===== config.mk =====
export PLATFORM = sky130hd
export DESIGN_NAME = vid_tile_fetch
export DESIGN_NICKNAME = d
export VERILOG_FILES = /design/src/rtl/vid_tile_fetch.sv
export SDC_FILE = /design/constraint.sdc
export NUM_CORES = 1
export LEC_CHECK = 0
export CAP_MARGIN = 20
export CORE_ASPECT_RATIO = 0.5
export CORE_UTILIZATION = 48
export DETAILED_ROUTE_END_ITERATION = 6
export GPL_TIMING_DRIVEN = 0
export PLACE_DENSITY_LB_ADDON = 0.25
export RECOVER_POWER = 25
export SYNTH_ARGS = -nofsm -noshare
export SYNTH_HDL_FRONTEND = slang
export SYNTH_SLANG_ARGS = --single-unit

===== constraint.sdc =====
create_clock -name vp_clk -period 3.1 [get_ports vp_clk]
set_input_delay 0.62 -clock vp_clk [delete_from_list [all_inputs] [get_ports vp_clk]]
set_output_delay 0.62 -clock vp_clk [all_outputs]
set_load 0.05 [all_outputs]

===== src/rtl/vid_tile_fetch.sv =====
// Tile-mode front end: beam position + scroll -> tile map address -> char RAM video port.
// Latency: map_addr registered; vp_*_0 one cycle after vp_active; pix_pal_4/pix_valid_4 four cycles after.
// Backpressure: none, the pipe runs freely and vp_active gaps become valid=0 bubbles.
//
// Ports:
//   vp_clk, vp_rst_n                       video clock, async active-low reset
//   vp_frame_start/vp_line_start/vp_active beam timing strobes
//   cfg_scroll_x/cfg_scroll_y              scroll in pixels/lines, taken at frame start
//   map_addr/map_rdata                     tile map RAM port {ty, tx}, 1-cycle sync read
//   vp_char_0..vp_dbl_0                    char RAM request for the current pixel
//   pix_pal_4/pix_valid_4                  palette/valid aligned with char RAM pixel data
module vid_tile_fetch #(
  parameter int TX_LOG2 = 6,
  parameter int TY_LOG2 = 5
) (
  input  logic                       vp_clk,
  input  logic                       vp_rst_n,
  input  logic                       vp_frame_start,
  input  logic                       vp_line_start,
  input  logic                       vp_active,
  input  logic [TX_LOG2+2:0]         cfg_scroll_x,
  input  logic [TY_LOG2+2:0]         cfg_scroll_y,
  output logic [TX_LOG2+TY_LOG2-1:0] map_addr,
  input  logic [15:0]                map_rdata,
  output logic [6:0]                 vp_char_0,
  output logic [2:0]                 vp_x_0,
  output logic [2:0]                 vp_y_0,
  output logic                       vp_mx_0,
  output logic                       vp_my_0,
  output logic                       vp_rot_0,
  output logic                       vp_dbl_0,
  output logic [3:0]                 pix_pal_4,
  output logic                       pix_valid_4
);

  localparam int PXW = TX_LOG2 + 3;
  localparam int LYW = TY_LOG2 + 3;
  localparam logic [PXW-1:0] PX_ONE = 1;
  localparam logic [LYW-1:0] LY_ONE = 1;

  logic [PXW-1:0] sx_s;   // X scroll shadow, only changes at frame start
  logic [PXW-1:0] px;
  logic [LYW-1:0] ly;
  logic           first;  // next line_start begins the first line, ly already loaded

  logic           a1;
  logic [2:0]     x1;
  logic [2:0]     y1;
  logic           v2, v3, v4;
  logic [3:0]     p2, p3, p4;
  logic           vis1;

  // Beam position. The vertical scroll is applied straight from cfg at frame
  // start, so no separate Y shadow is needed. A line_start in the same cycle
  // as frame_start is the first line: ly stays at the scroll value.
  always_ff @(posedge vp_clk or negedge vp_rst_n) begin
    if (!vp_rst_n) begin
      sx_s  <= '0;
      px    <= '0;
      ly    <= '0;
      first <= 1'b0;
    end else begin
      if (vp_frame_start) begin
        sx_s  <= cfg_scroll_x;
        ly    <= cfg_scroll_y;
        first <= ~vp_line_start;
      end else if (vp_line_start) begin
        if (first) first <= 1'b0;
        else       ly    <= ly + LY_ONE;
      end

      if (vp_line_start)  px <= vp_frame_start ? cfg_scroll_x : sx_s;
      else if (vp_active) px <= px + PX_ONE;
    end
  end

  // Counters wrap naturally, so the map wraps in both directions.
  assign map_addr = {ly[LYW-1:3], px[PXW-1:3]};

  assign vis1 = a1 & ~map_rdata[15];

  // Stage 1 lines up with the map RAM read data; stages 2..4 cover the
  // char RAM read so palette/valid meet the pixel bits downstream.
  always_ff @(posedge vp_clk or negedge vp_rst_n) begin
    if (!vp_rst_n) begin
      a1 <= 1'b0;
      x1 <= '0;
      y1 <= '0;
      v2 <= 1'b0;
      v3 <= 1'b0;
      v4 <= 1'b0;
      p2 <= '0;
      p3 <= '0;
      p4 <= '0;
    end else begin
      a1 <= vp_active;
      x1 <= px[2:0];
      y1 <= ly[2:0];
      v2 <= vis1;
      p2 <= vis1 ? map_rdata[14:11] : 4'd0;
      v3 <= v2;
      p3 <= p2;
      v4 <= v3;
      p4 <= p3;
    end
  end

  assign vp_char_0   = a1 ? map_rdata[6:0] : 7'd0;
  assign vp_mx_0     = a1 & map_rdata[7];
  assign vp_my_0     = a1 & map_rdata[8];
  assign vp_rot_0    = a1 & map_rdata[9];
  assign vp_dbl_0    = a1 & map_rdata[10];
  assign vp_x_0      = a1 ? x1 : 3'd0;
  assign vp_y_0      = a1 ? y1 : 3'd0;
  assign pix_valid_4 = v4;
  assign pix_pal_4   = p4;

endmodule

[Yosys cells after proc, flatten, opt, wreduce, memory -nomap -nowiden]
Index checks and enable logic that the tools add are counted.
Word-level totals
  bits in registers: 49
  input port bits: 38
  output and inout port bits: 33
  logic and storage cells: 38
Operators by class
  $add $sub $neg: 2
  equality and inequality tests: 1
  multiplexer cells: 12
  bitwise operators: 7
  reductions and logical operators: 3
Operators by type and width (number)
  9-bit two-way mux: 3
  8-bit two-way mux: 3
  9-bit by 1-bit adder with 9-bit output, second input constant: 1
  8-bit by 1-bit adder with 8-bit output, second input constant: 1
  7-bit two-way mux: 1
  3-bit two-way mux: 2
  1-bit AND: 5
  4-bit two-way mux: 1
  2-bit nonzero test: 2
  1-bit two-way mux: 2
  2-bit by 1-bit != test with 1-bit output, second input constant: 1
  1-bit inverter: 2
  2-bit AND reduction: 1

[Depth between registers and ports, before layout]
Gate-level depths: netlist (run 1).
  depth after elaboration: 4
  mapped depth: 4
  depth with buffers taken out: 4

[Worst setup path after synthesis (run 1)]
Ideal clock, no wire load.
  path kind: register -> output
  from: register a1
  to: output port vp_char_0[0]
  arrival: 1038 ps
  required time: 2480 ps
  slack: 1442 ps
  stages on the path, launching flop included: 3
  buffers on the path: 1
  path through: dfrtp_1 clkbuf_1 and2_1
Between the ends
  longest elaborated chain between the ends: 1
Ends and longest elaborated chain
  from (decl): line 46  | logic a1;
  from (signal assigned): line 96  | a1 <= vp_active;
  7-bit two-way mux: line 108  | assign vp_char_0 = a1 ? map_rdata[6:0] : 7'd0;
  to (decl): line 25  | output logic [6:0] vp_char_0,
Every way passes these cells.

[Final worst setup path (run 1)]
  from: register a1
  to: output port vp_y_0[0]
Between the ends
  longest elaborated chain between the ends: 1
Ends and longest elaborated chain
  3-bit two-way mux: line 114  | assign vp_y_0 = a1 ? y1 : 3'd0;
  to (decl): line 27  | output logic [2:0] vp_y_0,
Every way passes these cells.

==> impl_metrics.ini, run 1 <==
[global_routing]
grt_pass1_wl_mm = 7.13
grtUsageMet1 = 0.235
grt_antenna_before_repair = 0
met2_usage = 0.358
busiest_layer = met2
met3_usage = 0.0629
grt_pass1_vias = 1637
grt.overflow.total = 0
grt_max_degree = 41
grt_usage = 0.205

[die]
initial_core_util = 0.519
fp-row-count = 16
die-area_mm2 = 0.00463
core_mm2 = 0.00402
io_pins = 71
die_x_um = 95.3
die_h_um = 48.6

[synthesis]
synth_edf_count = 0
async_flop_share = 1.00
synth-main-ff-cell = dfrtp_1
post_synth_main_area_contributors = dfrtp_1, and2_1, mux2_2, buf_4, o21ai_0
avgSynthCellArea_um2 = 11.5
yosysSeqAreaShare = 0.587
synthTopCellsByCount = dfrtp_1, and2_1, nand2_1, o21ai_0, buf_4
synth_nets = 221
synth_top_area_cell = dfrtp_1
yosysWarnings = 0
synth_area_mm2 = 0.00209
yosys_register_bits = 49
synth.most_common_cell = dfrtp_1
synthDistinctLibCells = 29
synth_top_area_share = 0.587
syn_inst = 181

[detailed_routing]
wl_per_cell_um = 13.3
drt-total-wl_mm = 4.17
first_iter_violations = 67
viasPerCell = 5.08
firstDrtPassIters = 4
postRouteAntennaNets = 0
drc = 0
vias = 1591

[setup_path]
crit_fanout = 10
crit_type = reg2out
arrival_ns = 2.05
worst_setup_path_end_kind = output pin
cp-startpoint = a1
cp.required_ns = 2.48
rr_worst_depth = 4
critPathLaunchType = register
timing.rr.start = px[0]

[timing]
skew_ns = 0.00836
setup_tns_ns = 0
setup_viol = 0
fmax_mhz = 375
rsz0062_at_grt = false
timing.final.crit_share = 0.861
relSlewSlack = -0.122
period_needed_ns = 2.67
hold_viol = 0
finalMaxSlewViolations = 41
tightest_slew_ns = 1.68

[clock_tree]
cts_tree = built
htreeDepth = 2
postCtsHoldBufs = 0
root_buffer = clkbuf_8
clkSinkCount = 49
numCtsBuffers = 5
cts_setup_buffers = 0
cts.path.max_buffers = 2
clk_latency_ns = 0.30
clk_pin_slew_ns = 0.09
cts.repair.resized = 0

[placement]
dp_cells = 305
portBuffers = 69
dp.final_hpwl_mm = 3.10
gp_congestion = 0.777

[run]
cap_violations = 1

[power]
p_switching_w = 0.000468
p_comb_frac = 0.250
seqPwrFrac = 0.485
clock_power_share = 0.264
p_leak_nw = 1.26
p_int_w = 0.00107
ir_drop_mv = 0.255
power_density_mw_per_mm2 = 521
p_sw_frac = 0.304

[run_status]
status = finished, violations left
violations = capacitance limit, slew limit

[final_layout]
final_util = 0.734
syn2layout_area_growth_pct = 41.5
layout.cells.non_filler = 313
n_antenna_cell = 0
drive_gt1_frac = 0.135
fill_cells = 284
nets = 298

[worst_hold_path]
hold_path.class = in2async
[layer usage]
metal	wire, um	vias to the layer above
met5	0	-
met4	50	0
met3	223	7
met2	2130	41
met1	1770	779
li1	-	764
[stage by stage]
stage | instance area, um2 | hold WS, ns | worst slack [ns] | total power [W]
finish | 2950 | 0.248 | 0.430 | 0.00154
floorplan | 2090 | 0.324 | 1.44 | 0.000991
global placement | 2850 | 0.332 | 0.107 | 0.00113
detailed placement | 2860 | 0.335 | 0.470 | 0.00115
CTS | 2960 | 0.169 | 0.405 | 0.00156
global route | 2950 | 0.290 | 0.264 | 0.00161
[power groups by stage]
stage / Sequential (W) / Clock, W / Combinational, W
6_report: 0.000747 / 0.000407 / 0.000385
5_1_grt: 0.000755 / 0.000445 / 0.000413
4_1_cts: 0.000746 / 0.000418 / 0.000391
3_5_place_dp: 0.000758 / 0 / 0.000389
3_3_place_gp: 0.000756 / 0 / 0.000379
2_1_floorplan: 0.000755 / 0 / 0.000236
[final cells by class]
class	instances	area, um2	share of cell area
sequential	49	1230	0.415
multi-input combinational	112	739	0.250
timing repair buffer	70	697	0.236
buffer	17	111	0.0377
clock buffer	7	96.3	0.0326
tap	54	67.6	0.0229
inverter	3	11.3	0.00381
clock inverter	1	5.00	0.00169
[state kept, by name, indices dropped and copies added, names as in the netlist]
signal       cells
p2               4
sx_s             9
px               9
a1               1
v3               1
first            1
v2               1
y1               3
pix_valid_4      1
p3               4
x1               3
pix_pal_4        4
ly               8
[cell usage in the layout, fill, tap and decap left out, drive strengths merged, types with 4 or more instances in the layout]
| cell | synthesis | layout |
|---|---|---|
| mux2 | 9 | 9 |
| clkdlybuf4s50 | 0 | 68 |
| and2 | 21 | 21 |
| nand4 | 6 | 6 |
| xor2 | 4 | 4 |
| o21ai | 13 | 13 |
| nand2 | 13 | 13 |
| or3 | 5 | 5 |
| nand3 | 6 | 6 |
| a31oi | 7 | 7 |
| clkbuf | 3 | 11 |
| dfrtp | 49 | 49 |
| buf | 14 | 14 |
| nor2 | 9 | 9 |
[final timing paths]
check	to	slack, ns
worst max-delay path	vp_y_0[0]	0.43
worst max register to register	px[6]	1.72
max in group asynchronous	p2[0]	0.79
min in group vp_clk	pix_pal_4[1]	0.35
worst min register to register	pix_pal_4[1]	0.35
worst min-delay path	sx_s[3]	0.25
[worst max-delay path, stage by stage (launching register included)]
cell and delay [ns]:
dfrtp_1 0.48, clkbuf_1 0.28, and2_1 0.18, clkdlybuf4s50_1 0.81
[cells by family (layout without fill, tap and decap cells)]
| logic type | count (synthesis) | in the layout | synth area share |
|---|---|---|---|
| fa+ha+maj | 2 | 2 | 0.0120 |
| mux | 11 | 11 | 0.0581 |
| simple gates | 69 | 69 | 0.192 |
| xor+xnor | 6 | 6 | 0.0252 |
| buf+inv | 20 | 98 | 0.0587 |
| compound gates | 24 | 24 | 0.0671 |
| flops | 49 | 49 | 0.587 |
Power figures use the tool's default switching activity.
==> run 2, diff against run 1 <==
Settings changed: CORE_ASPECT_RATIO 0.5 to 2.
==> run 2 against run 1 <==
  * The flow now finishes without violations
  * Final area rose by 0.64%
  * Critical path depth stayed put
  * First-iteration DRC count is 67% lower
==> impl_metrics.ini, run 2 (synthesis gave the netlist of run 1 again) <==
[timing]
timing.final.crit_share = 0.849
tightest_slew_ns = 1.23
rsz0062_at_grt = false
finalMaxSlewViolations = 0
skew_ns = 0.00502
fmax_mhz = 380
period_needed_ns = 2.63
setup_viol = 0
relSlewSlack = 0.182
hold_viol = 0
setup_tns_ns = 0

[clock_tree]
clk_latency_ns = 0.30
cts_setup_buffers = 0
clk_pin_slew_ns = 0.09
cts.path.max_buffers = 2
cts_tree = built
root_buffer = clkbuf_8
cts.repair.resized = 0
postCtsHoldBufs = 0
clkSinkCount = 49
numCtsBuffers = 5
htreeDepth = 2

[final_layout]
syn2layout_area_growth_pct = 42.4
n_antenna_cell = 0
layout_commonest_cell = clkdlybuf4s50_1
drive_gt1_frac = 0.139
reg_top3 = px: 9 flops, sx_s: 9 flops, ly: 8 flops
nets = 298
fin_area_mm2 = 0.00297
layout_common_cells = clkdlybuf4s50_1, dfrtp_1, and2_1, nand2_1, o21ai_0

[worst_hold_path]
hold_path.class = reg2reg

[placement]
dp.final_hpwl_mm = 3.21
gp_congestion = 0.745
portBuffers = 69
place_area_mm2 = 0.00286

[global_routing]
grt_usage = 0.209
grt_antenna_before_repair = 0
met3_usage = 0.0447
grt_pass1_wl_mm = 7.20
grtUsageMet1 = 0.199
grt_max_degree = 31
met2_usage = 0.407
grt.overflow.total = 0
grt_pass1_vias = 1606
busiest_layer = met2

[detailed_routing]
firstDrtPassIters = 6
first_iter_violations = 22
drt-total-wl_mm = 4.24
viasPerCell = 5.15
postRouteAntennaNets = 0
vias = 1603
wl_per_cell_um = 13.6
drc = 0

[die]
die_h_um = 95.3
fp-row-count = 33
core_mm2 = 0.00413
die-area_mm2 = 0.00463
die_x_um = 48.6
io_pins = 71
initial_core_util = 0.506

[setup_path]
cp_num_buf_inv = 2
crit_family = buffers and inverters
crit_type = in2out
cp_cell_sequence = clkdlybuf4s50_1 -> and2_1 -> clkdlybuf4s50_1
arrival_ns = 2.01
cp_common_cell = clkdlybuf4s50_1
critical_path.max_stage_delay_ns = 0.79
cp_slowest_cell = clkdlybuf4s50_1
crit_fanout = 1
worst_setup_path_end_kind = output pin
cp.required_ns = 2.48
critPathLaunchType = input port

[power]
power_density_mw_per_mm2 = 534
ir_drop_mv = 0.509
p_leak_nw = 1.26

[run_status]
status = finished, final reports clean

[run]
cap_violations = 0
==> run 2: cell types whose count changed in the layout (fill, tap and decap cells not counted) <==
cell            change
clkbuf_8            -2
buf_12              +1
bufinv_16           +1
clkinv_2            -1
clkinv_4            +1
clkinvlp_4          +1
dlymetal6s4s_1      -1
==> run 2: final cells by class <==
class / count / area, um2
Fill cell: 316 / 1160
Tap cell: 52 / 65.1
Timing Repair Buffer: 70 / 704
Inverter: 3 / 11.3
Multi-Input combinational cell: 112 / 739
Clock buffer: 5 / 68.8
Buffer: 17 / 111
Clock inverter: 3 / 46.3
Sequential cell: 49 / 1230
==> run 2: power breakdown <==
group          total (W)  switching, W  internal, W
Combinational   0.000386      0.000215     0.000172
Clock           0.000453      0.000212     0.000241
Sequential      0.000748     0.0000495     0.000698
==> run 2: through the flow <==
step | hold slack (ns) | util | cells | worst slack (ns) | power, W
floorplan | 0.324 | - | 181 | 1.44 | 0.000991
global placement | 0.332 | 0.689 | 302 | 0.107 | 0.00114
detailed placement | 0.338 | 0.692 | 303 | 0.464 | 0.00115
CTS | 0.276 | 0.720 | 311 | 0.414 | 0.00161
global route | 0.367 | 0.720 | 311 | 0.330 | 0.00166
finish | 0.357 | 0.720 | 311 | 0.469 | 0.00159
==> run 2: layer usage <==
metal / routed length [um] / vias to the layer above
li1: - / 763
met1: 1550 / 776
met2: 2430 / 60
met3: 213 / 4
met4: 48 / 0
met5: 0 / -
==> run 2: worst paths after layout <==
kind / startpoint / endpoint / slack [ns] / depth (start not counted)
hold / removal: p3[2] / pix_pal_4[2] / 0.36 / 0
max in group asynchronous: vp_rst_n / sx_s[2] / 1.81 / 2
setup / recovery: map_rdata[3] / vp_char_0[3] / 0.47 / 3
setup reg to reg: px[0] / px[8] / 1.68 / 4
hold reg to reg: p3[2] / pix_pal_4[2] / 0.36 / 0
min in group asynchronous: vp_rst_n / ly[3] / 0.55 / 1
